<file path="src/rtl/msu_pkg.sv">
// Shared types and constants for the MSU-1 data stream prefetcher.
package msu_pkg;

  localparam int MSU_FIFO_DEPTH = 16;

  typedef enum logic [1:0] {
    ST_IDLE  = 2'd0,
    ST_REQ   = 2'd1,
    ST_STALE = 2'd2
  } msu_state_e;

endpackage

</file>
<file path="src/rtl/msu_byte_fifo.sv">
// Prefetch byte FIFO: accepts a little-endian word (one or both bytes) per cycle,
// releases one byte per pop, with same-cycle flush and occupancy/free outputs.
module msu_byte_fifo #(
  parameter  int DEPTH = 16,
  localparam int AW    = $clog2(DEPTH),
  localparam int CW    = AW + 1
) (
  input  logic          CLK,
  input  logic          RST,
  input  logic          flush,
  input  logic          push_lo,
  input  logic          push_hi,
  input  logic [15:0]   din,
  input  logic          pop,
  output logic [7:0]    head,
  output logic [CW-1:0] count,
  output logic [CW-1:0] free
);

  logic [AW-1:0] wr_ptr_reg, rd_ptr_reg, hi_ptr;
  logic [CW-1:0] count_reg, push_n;
  logic [7:0]    entry_q [DEPTH];
  logic          wr_lo, wr_hi, pop_ok;

  assign wr_lo  = push_lo && !flush;
  assign wr_hi  = push_hi && !flush;
  assign pop_ok = pop && !flush && (count_reg != '0);
  // High byte lands behind the low byte when both are written together.
  assign hi_ptr = wr_lo ? wr_ptr_reg + AW'(1) : wr_ptr_reg;
  assign push_n = CW'(wr_lo) + CW'(wr_hi);

  for (genvar gi = 0; gi < DEPTH; gi++) begin : g_entry
    logic [7:0] byte_reg;
    always_ff @(posedge CLK) begin
      if (wr_lo && wr_ptr_reg == AW'(gi)) begin
        byte_reg <= din[7:0];
      end else if (wr_hi && hi_ptr == AW'(gi)) begin
        byte_reg <= din[15:8];
      end
    end
    assign entry_q[gi] = byte_reg;
  end

  always_ff @(posedge CLK) begin
    if (RST || flush) begin
      wr_ptr_reg <= '0;
      rd_ptr_reg <= '0;
      count_reg  <= '0;
    end else begin
      wr_ptr_reg <= wr_ptr_reg + AW'(push_n);
      rd_ptr_reg <= rd_ptr_reg + AW'(pop_ok);
      count_reg  <= count_reg + push_n - CW'(pop_ok);
    end
  end

  assign head  = (count_reg == '0) ? 8'h00 : entry_q[rd_ptr_reg];
  assign count = count_reg;
  assign free  = CW'(DEPTH) - count_reg;

endmodule

</file>
<file path="src/rtl/msu_data_fetch.sv">
// MSU-1 data port prefetcher: streams bytes from word-wide memory into a small FIFO
// that the SNES drains one byte per $2001 read.
module msu_data_fetch
  import msu_pkg::*;
#(
  parameter int FIFO_DEPTH = MSU_FIFO_DEPTH
) (
  input  logic        CLK,
  input  logic        RST,
  input  logic        seek,
  input  logic [31:0] seek_addr,
  input  logic        req,
  output logic [7:0]  data_out,
  output logic        busy,
  output logic        underrun,
  output logic        mem_req,
  output logic [31:0] mem_addr,
  input  logic        mem_ack,
  input  logic [15:0] mem_data
);

  localparam int CW = $clog2(FIFO_DEPTH) + 1;

  msu_state_e    state_reg, state_next;
  logic [31:0]   fetch_addr_reg, mem_addr_reg;
  logic          skip_low_reg, armed_reg, busy_reg, underrun_reg;
  logic          fetch_start, ack_take, push_lo, push_hi, pop;
  logic [CW-1:0] fifo_count, fifo_free;

  assign pop = req && !seek;

  msu_byte_fifo #(.DEPTH(FIFO_DEPTH)) u_fifo (
    .CLK     (CLK),
    .RST     (RST),
    .flush   (seek),
    .push_lo (push_lo),
    .push_hi (push_hi),
    .din     (mem_data),
    .pop     (pop),
    .head    (data_out),
    .count   (fifo_count),
    .free    (fifo_free)
  );

  // A seek in IDLE holds off the next request one cycle so it uses the new address.
  always_comb begin
    state_next  = state_reg;
    fetch_start = 1'b0;
    ack_take    = 1'b0;
    push_lo     = 1'b0;
    push_hi     = 1'b0;
    case (state_reg)
      ST_IDLE: begin
        if (armed_reg && !seek && fifo_free >= CW'(2)) begin
          state_next  = ST_REQ;
          fetch_start = 1'b1;
        end
      end
      ST_REQ: begin
        if (mem_ack) begin
          state_next = ST_IDLE;
          if (!seek) begin
            ack_take = 1'b1;
            push_hi  = 1'b1;
            push_lo  = !skip_low_reg;
          end
        end else if (seek) begin
          state_next = ST_STALE;
        end
      end
      ST_STALE: begin
        if (mem_ack) begin
          state_next = ST_IDLE;
        end
      end
      default: state_next = ST_IDLE;
    endcase
  end

  always_ff @(posedge CLK) begin
    if (RST) begin
      state_reg      <= ST_IDLE;
      fetch_addr_reg <= '0;
      mem_addr_reg   <= '0;
      skip_low_reg   <= 1'b0;
      armed_reg      <= 1'b0;
      busy_reg       <= 1'b0;
      underrun_reg   <= 1'b0;
    end else begin
      state_reg <= state_next;
      if (fetch_start) begin
        mem_addr_reg <= fetch_addr_reg;
      end
      if (seek) begin
        fetch_addr_reg <= {seek_addr[31:1], 1'b0};
        skip_low_reg   <= seek_addr[0];
        armed_reg      <= 1'b1;
        busy_reg       <= 1'b1;
        underrun_reg   <= 1'b0;
      end else begin
        if (ack_take) begin
          fetch_addr_reg <= fetch_addr_reg + 32'd2;
          skip_low_reg   <= 1'b0;
        end
        if (busy_reg && fifo_count != '0) begin
          busy_reg <= 1'b0;
        end
        if (req && fifo_count == '0) begin
          underrun_reg <= 1'b1;
        end
      end
    end
  end

  assign mem_req  = (state_reg != ST_IDLE);
  assign mem_addr = mem_addr_reg;
  assign busy     = busy_reg;
  assign underrun = underrun_reg;

endmodule

</file>
<file path="config.mk">
export PLATFORM = sky130hd
export DESIGN_NAME = msu_data_fetch
export DESIGN_NICKNAME = d
export VERILOG_FILES = /design/src/rtl/msu_pkg.sv /design/src/rtl/msu_byte_fifo.sv /design/src/rtl/msu_data_fetch.sv
export SDC_FILE = /design/constraint.sdc
export NUM_CORES = 1
export LEC_CHECK = 0
export BUFFER_PORTS_ARGS = -buffer_cell sky130_fd_sc_hd__buf_2
export CORE_MARGIN = 2
export CORE_UTILIZATION = 45
export CTS_CLUSTER_DIAMETER = 200
export CTS_CLUSTER_SIZE = 16
export DETAILED_ROUTE_END_ITERATION = 6
export MAX_ROUTING_LAYER = met4
export PLACE_DENSITY_LB_ADDON = 0.05
export SLEW_MARGIN = 20
export SYNTH_ARGS = -nofsm -noshare
export SYNTH_HDL_FRONTEND = slang
export SYNTH_SLANG_ARGS = --single-unit
</file>
<file path="constraint.sdc">
create_clock -name CLK -period 8.3 [get_ports CLK]
set_clock_uncertainty 0.05 [all_clocks]
set_input_delay 1.245 -clock CLK [delete_from_list [all_inputs] [get_ports CLK]]
set_output_delay 1.245 -clock CLK [all_outputs]
set_load 0.01 [all_outputs]
</file>
==> results of run 1 <==
[worst max-delay path, delay by kind of cell, from the launching register on]
kind            cells  cell delay (ps)
fa+ha+maj           2              470
buf+inv             2              230
compound gates      2              700
flops               1              390
simple gates        3              710
[path summary, 6_finish.rpt]
kind | from | endpoint | slack [ps] | cells after the start
setup / recovery | u_fifo.count[1] | data_out[4] | 4000 | 9
hold / removal | underrun | underrun | 420 | 2
setup reg to reg | state_reg[0] | u_fifo.count[4] | 4670 | 11
hold reg to reg | underrun | underrun | 420 | 2
[kinds of logic after synthesis]
logic type,count (synthesis),share of synthesized area (%)
adders and majority gates,20,2.46
and+or+nand+nor,223,11.1
other,1,0.0347
xor gates and xnor gates,40,3.24
buffers and inverters,77,3.27
AOI/OAI and AO/OA,101,5.98
DFF,209,50.6
muxes,207,23.3
[power groups by stage]
stage | clock network, uW | registers, uW | logic (uW)
finish | 753 | 1140 | 244
global route | 810 | 1140 | 267
floorplan | 0 | 1160 | 165
global placement | 0 | 1160 | 238
CTS | 780 | 1140 | 245
detailed placement | 0 | 1160 | 244
[cells in the final DEF, fill, tap and decap left out, types with 10 or more instances in the layout]
cell | synthesis | layout
xnor2_1 | 23 | 23
clkbuf_16 | 0 | 17
o21ai_0 | 31 | 21
o21ai_1 | 0 | 10
edfxtp_1 | 128 | 128
a21oi_1 | 18 | 18
nor2_1 | 80 | 80
inv_1 | 19 | 19
buf_4 | 1 | 13
mux2i_1 | 51 | 51
xor2_1 | 17 | 17
nor2b_1 | 15 | 15
nand4_1 | 12 | 12
buf_2 | 8 | 94
nand2_1 | 29 | 29
nand3_1 | 13 | 13
nor3_1 | 16 | 16
dfxtp_1 | 81 | 80
mux4_2 | 22 | 22
mux2_2 | 128 | 128
a211oi_1 | 25 | 25
ha_1 | 18 | 18
[stage by stage]
step	total power (uW)	cell area, sq um	worst slack, ps	util, %	cells
global placement	1400	11500	3870	48.8	1246
global route	2220	12000	3800	50.8	1271
CTS	2170	12000	3980	50.8	1270
finish	2140	12000	4000	50.8	1271
floorplan	1330	10800	4700	-	878
detailed placement	1410	11500	3790	48.8	1246
[cell usage after synthesis, types with 3 or more instances]
cell type / n / share of area [%]
and4_1: 4 / 0.32
nand3_1: 13 / 0.60
dfxtp_1: 81 / 15
a22oi_1: 6 / 0.42
mux2_1: 6 / 0.63
nor2_1: 80 / 2.8
o211ai_1: 4 / 0.28
and3_1: 9 / 0.52
mux2_2: 128 / 13
nand3_2: 6 / 0.56
edfxtp_1: 128 / 36
xor2_1: 17 / 1.4
inv_1: 19 / 0.66
and2_1: 6 / 0.35
o21bai_1: 3 / 0.21
ha_1: 18 / 2.1
nand2_1: 29 / 1.0
nand2_2: 7 / 0.41
nor4_1: 3 / 0.17
nand4_1: 12 / 0.70
xnor2_1: 23 / 1.9
a21oi_1: 18 / 0.83
or2_2: 3 / 0.17
a211oi_1: 25 / 1.7
buf_6: 4 / 0.42
o21ai_0: 31 / 1.4
mux2i_1: 51 / 4.7
buf_2: 8 / 0.37
mux4_2: 22 / 4.6
or3_1: 4 / 0.23
nor3_1: 16 / 0.74
clkbuf_1: 42 / 1.5
nor2b_1: 15 / 0.87
nand2b_1: 3 / 0.17
[cell type report]
| cell class | instances | share of cell area [%] |
|---|---|---|
| Antenna cell | 1 | 0.0209 |
| Clock buffer | 22 | 3.71 |
| Clock inverter | 2 | 0.209 |
| Inverter | 19 | 0.596 |
| Multi-Input combinational cell | 592 | 41.7 |
| Sequential cell | 209 | 45.7 |
| Tap cell | 319 | 3.34 |
| Timing Repair Buffer | 107 | 4.75 |
[metal layers]
metal | share of wire, % | global-route usage (%) | up-vias
li1 | - | - | 3394
met1 | 43 | 28.4 | 3514
met2 | 49 | 37.5 | 226
met3 | 5.1 | 3.61 | 41
met4 | 3.0 | 7.11 | 0
met5 | 0 | - | -
==> results.sh, run 1 <==
export IMPL_status="finished clean"
export IMPL_cellPowerDensity_nw_per_um2=179
export IMPL_arrival_ps=3000
export IMPL_cpPeakStageDelay_ps=470
export IMPL_cts_root_buf="clkbuf_16"
export IMPL_crit_path_max_fanout=8
export IMPL_p_comb_share_pct=11.4
export IMPL_drtAntennaViolNets=0
export IMPL_grt_pass1_wl_um=43400
export IMPL_max_slew_margin_pct=30.2
export IMPL_finalSetupViolations=0
export IMPL_io_pins=96
export IMPL_seq_area_frac_synth_pct=50.6
export IMPL_cts_tree="yes"
export IMPL_min_path_type="flip-flop to flip-flop"
export IMPL_synthesis_nets=951
export IMPL_drive_gt1_share_pct=31.8
export IMPL_fin_tns_setup_ps=0
export IMPL_ys_async_sr_fraction_pct=0
export IMPL_clk_pin_slew_worst_paths_ps=70
export IMPL_start_util_pct=45.9
export IMPL_dp_hpwl_um=18800
export IMPL_cts_buffers=17
export IMPL_synth_seq_cells=209
export IMPL_port_buffers=94
export IMPL_start_kind="flip-flop"
export IMPL_p_sw_uw=532
export IMPL_gp_congestion=0.838
export IMPL_grt_pass1_vias=7461
export IMPL_clockPowerShare_pct=35.2
export IMPL_hold_viol_final=0
export IMPL_syn_area_per_cell_sq_um=12.3
export IMPL_nFillCells=2149
export IMPL_drc=0
export IMPL_synth_edf_count=128
export IMPL_clkLatencyLatePin_ps=500
export IMPL_largest_reg_flops=128
export IMPL_slowest_stage="a211oi_1"
export IMPL_ir_worst_vdd_uv=141
export IMPL_criticalPathCategory="flip-flop to output pin"
export IMPL_vias_per_cell=5.65
export IMPL_crit_required_ps=7010
export IMPL_cts_setup_buffers=0
export IMPL_path_common_cell="ha_1"
export IMPL_yosysUniqueCellTypes=61
export IMPL_clock_sinks=209
export IMPL_post_drt_wl_per_cell_um=21.8
export IMPL_die_height_um=159
export IMPL_grt_max_degree=69
export IMPL_antenna_found_initial=1
export IMPL_firstDrtPassIters=5
export IMPL_intPower_uw=1610
export IMPL_ys_flop_type="edfxtp_1"
export IMPL_rsz0062_at_grt="no"
export IMPL_cts_resized_gates=0
export IMPL_fin_nets=1019
export IMPL_htreeDepth=1
export IMPL_cp_end_kind="output pin"
export IMPL_ctsLongestPathBuffers=3
export IMPL_die_area_sq_um=25300
export IMPL_multi_input_area_sq_um=4990
export IMPL_vias=7175
export IMPL_min_period_ps=4300
export IMPL_core_area_sq_um=23500
export IMPL_seq_area_sq_um=5470
export IMPL_period_share_pct=51.8
export IMPL_p_seq_share_pct=53.4
export IMPL_syn2layout_area_growth_pct=10.8
export IMPL_yosys_warnings=0
export IMPL_routed_wl_um=27700
export IMPL_hold_slack_ps=421
export IMPL_maxSlewViolCount=0
export IMPL_drv_cap=0
export IMPL_grt_overflow_total=0
export IMPL_syn_inst=878
export IMPL_tightest_slew_ps=1040
export IMPL_netlist_area_sq_um=10800
export IMPL_cts_hold_buffers=0
export IMPL_drtIter0Drc=492
export IMPL_crit_chain="inv_1, ha_1, and2_1, ha_1, or2_2, a211oi_1, o21ai_0, nand2_1, buf_2"
export IMPL_leakage_uw=0.00444
export IMPL_track_usage_pct=22.5
export IMPL_die_x_um=159
export IMPL_num_rows=56
export IMPL_switching_share_pct=24.9
export IMPL_fmax_mhz=233
(Power assumes the default switching activity.)
==> inputs of run 2 (changes only) <==
==> constraint.sdc (replaced) <==
create_clock -name CLK -period 4.26 [get_ports CLK]
set_clock_uncertainty 0.05 [all_clocks]
set_input_delay 0.639 -clock CLK [delete_from_list [all_inputs] [get_ports CLK]]
set_output_delay 0.639 -clock CLK [all_outputs]
set_load 0.01 [all_outputs]
==> run 2 against run 1 <==
  * Sequential cell count is the same
  * Clock power grew 97%
  * Critical endpoint is now data_out[3]
  * Core utilization grew 0.48 points
  * Global-route usage shrank 0.30 points
  * Sequential power grew 96%
==> results.sh, run 2 (synthesis gave the netlist of run 1 again) <==
export IMPL_power_uw=4170
export IMPL_routed_wl_um=27300
export IMPL_holdPathStages=3
export IMPL_grt_pass1_vias=7585
export IMPL_utilization_pct=51.3
export IMPL_rr_endpoint="u_fifo.count[4]"
export IMPL_fin_tns_setup_ps=0
export IMPL_hold_viol_final=0
export IMPL_max_slew_margin_pct=38.8
export IMPL_drive_gt1_share_pct=32.5
export IMPL_maxSlewViolCount=0
export IMPL_status="finished clean"
export IMPL_start_util_pct=45.9
export IMPL_grt_overflow_total=0
export IMPL_whs_endpoint="skip_low_reg"
export IMPL_crit_start="u_fifo.count[0]"
export IMPL_io_pins=96
export IMPL_drtAntennaViolNets=0
export IMPL_htreeDepth=1
export IMPL_arrival_ps=2770
export IMPL_period_share_pct=81.2
export IMPL_rrSetupSlack_ps=1170
export IMPL_tightest_slew_ps=918
export IMPL_cts_resized_gates=0
export IMPL_port_buffers=94
export IMPL_die_x_um=159
export IMPL_leakage_uw=0.00451
export IMPL_num_rows=56
export IMPL_vias=7252
export IMPL_clk_pin_slew_worst_paths_ps=70
export IMPL_cts_hold_buffers=0
export IMPL_reg2reg_depth=13
export IMPL_ir_worst_vdd_uv=281
export IMPL_rsz0062_at_grt="no"
export IMPL_grt_pass1_wl_um=43000
export IMPL_dp_hpwl_um=18900
export IMPL_cts_tree="yes"
export IMPL_fin_nets=1031
export IMPL_post_drt_wl_per_cell_um=21.2
export IMPL_grt_max_degree=50
export IMPL_holdCritStartpoint="seek_addr[0]"
export IMPL_nFillCells=2115
export IMPL_crit_required_ps=3570
export IMPL_cts_buffers=17
export IMPL_most_common_layout_cells="128 x mux2_2, 128 x edfxtp_1, 94 x buf_2"
export IMPL_firstDrtPassIters=5
export IMPL_die_area_sq_um=25300
export IMPL_gp_congestion=0.836
export IMPL_start_kind="flip-flop"
export IMPL_drc=0
export IMPL_track_usage_pct=22.3
export IMPL_drv_cap=0
export IMPL_largest_reg_flops=128
export IMPL_crit_path_max_fanout=9
export IMPL_reg2reg_from="u_fifo.count[0]"
export IMPL_drtIter0Drc=454
export IMPL_finalSetupViolations=0
export IMPL_cts_setup_buffers=0
export IMPL_antenna_found_initial=1
export IMPL_min_path_type="input pin to flip-flop"
export IMPL_min_period_ps=3460
export IMPL_clkLatencyLatePin_ps=480
export IMPL_criticalPathCategory="flip-flop to output pin"
export IMPL_fmax_mhz=289
export IMPL_vias_per_cell=5.63
export IMPL_ctsLongestPathBuffers=3
export IMPL_cp_end_kind="output pin"
export IMPL_cts_root_buf="clkbuf_16"
export IMPL_syn2layout_area_growth_pct=11.9
export IMPL_cellPowerDensity_nw_per_um2=345
export IMPL_core_area_sq_um=23500
export IMPL_die_height_um=159
export IMPL_clock_sinks=209
run 2: cell types whose count changed in the layout (fill, tap and decap cells not counted):
cell / previous run / this run
buf_12: 0 / 1
buf_4: 13 / 24
clkbuf_1: 5 / 10
inv_1: 19 / 18
inv_2: 0 / 1
inv_6: 1 / 0
o21ai_0: 21 / 31
o21ai_1: 10 / 0
run 2: routing by layer:
layer  share of wire (%)  global-route usage [%]
met3                 3.6                    2.77
met2                  50                    38.9
met5                   0                       -
met4                 2.5                    5.83
met1                  44                    27.4
run 2: per-stage QoR:
step	setup WS, ps	cell area [sq um]	instances	hold slack [ps]
3_3_place_gp	1020	11600	1258	403
5_1_grt	636	12100	1287	357
3_5_place_dp	939	11600	1258	409
6_report	800	12100	1287	339
2_1_floorplan	1270	10800	878	410
4_1_cts	790	12100	1286	320
run 2: worst max-delay path: stages (launching register included):
cell      delay (ps)
dfxtp_1          370
inv_1             80
ha_1             230
and2_1           170
ha_1             270
nand2b_1         450
a21oi_1          240
o211ai_1         160
o21ai_0          140
buf_2            170
run 2: area by class of cell:
| cell class | instances | area, sq um | share of cell area (%) |
|---|---|---|---|
| Tap cell | 319 | 399 | 3.30 |
| Sequential cell | 209 | 5470 | 45.3 |
| Antenna cell | 1 | 2.50 | 0.0207 |
| Clock inverter | 1 | 16.3 | 0.135 |
| Timing Repair Buffer | 119 | 671 | 5.55 |
| Inverter | 19 | 71.3 | 0.590 |
| Multi-Input combinational cell | 592 | 4990 | 41.3 |
| Clock buffer | 27 | 463 | 3.83 |
run 2: worst max path at each step:
stage / end
finish: data_out[3]
global route: data_out[0]
CTS: data_out[1]
detailed placement: u_fifo.count[4]
global placement: u_fifo.count[4]
floorplan: u_fifo.count[4]
run 2: power breakdown:
group / switching [uW] / internal [uW] / leakage (uW)
clock: 727 / 756 / 0.000229
sequential: 45.7 / 2180 / 0.00181
combinational: 251 / 210 / 0.00247
total: 1020 / 3150 / 0.00451
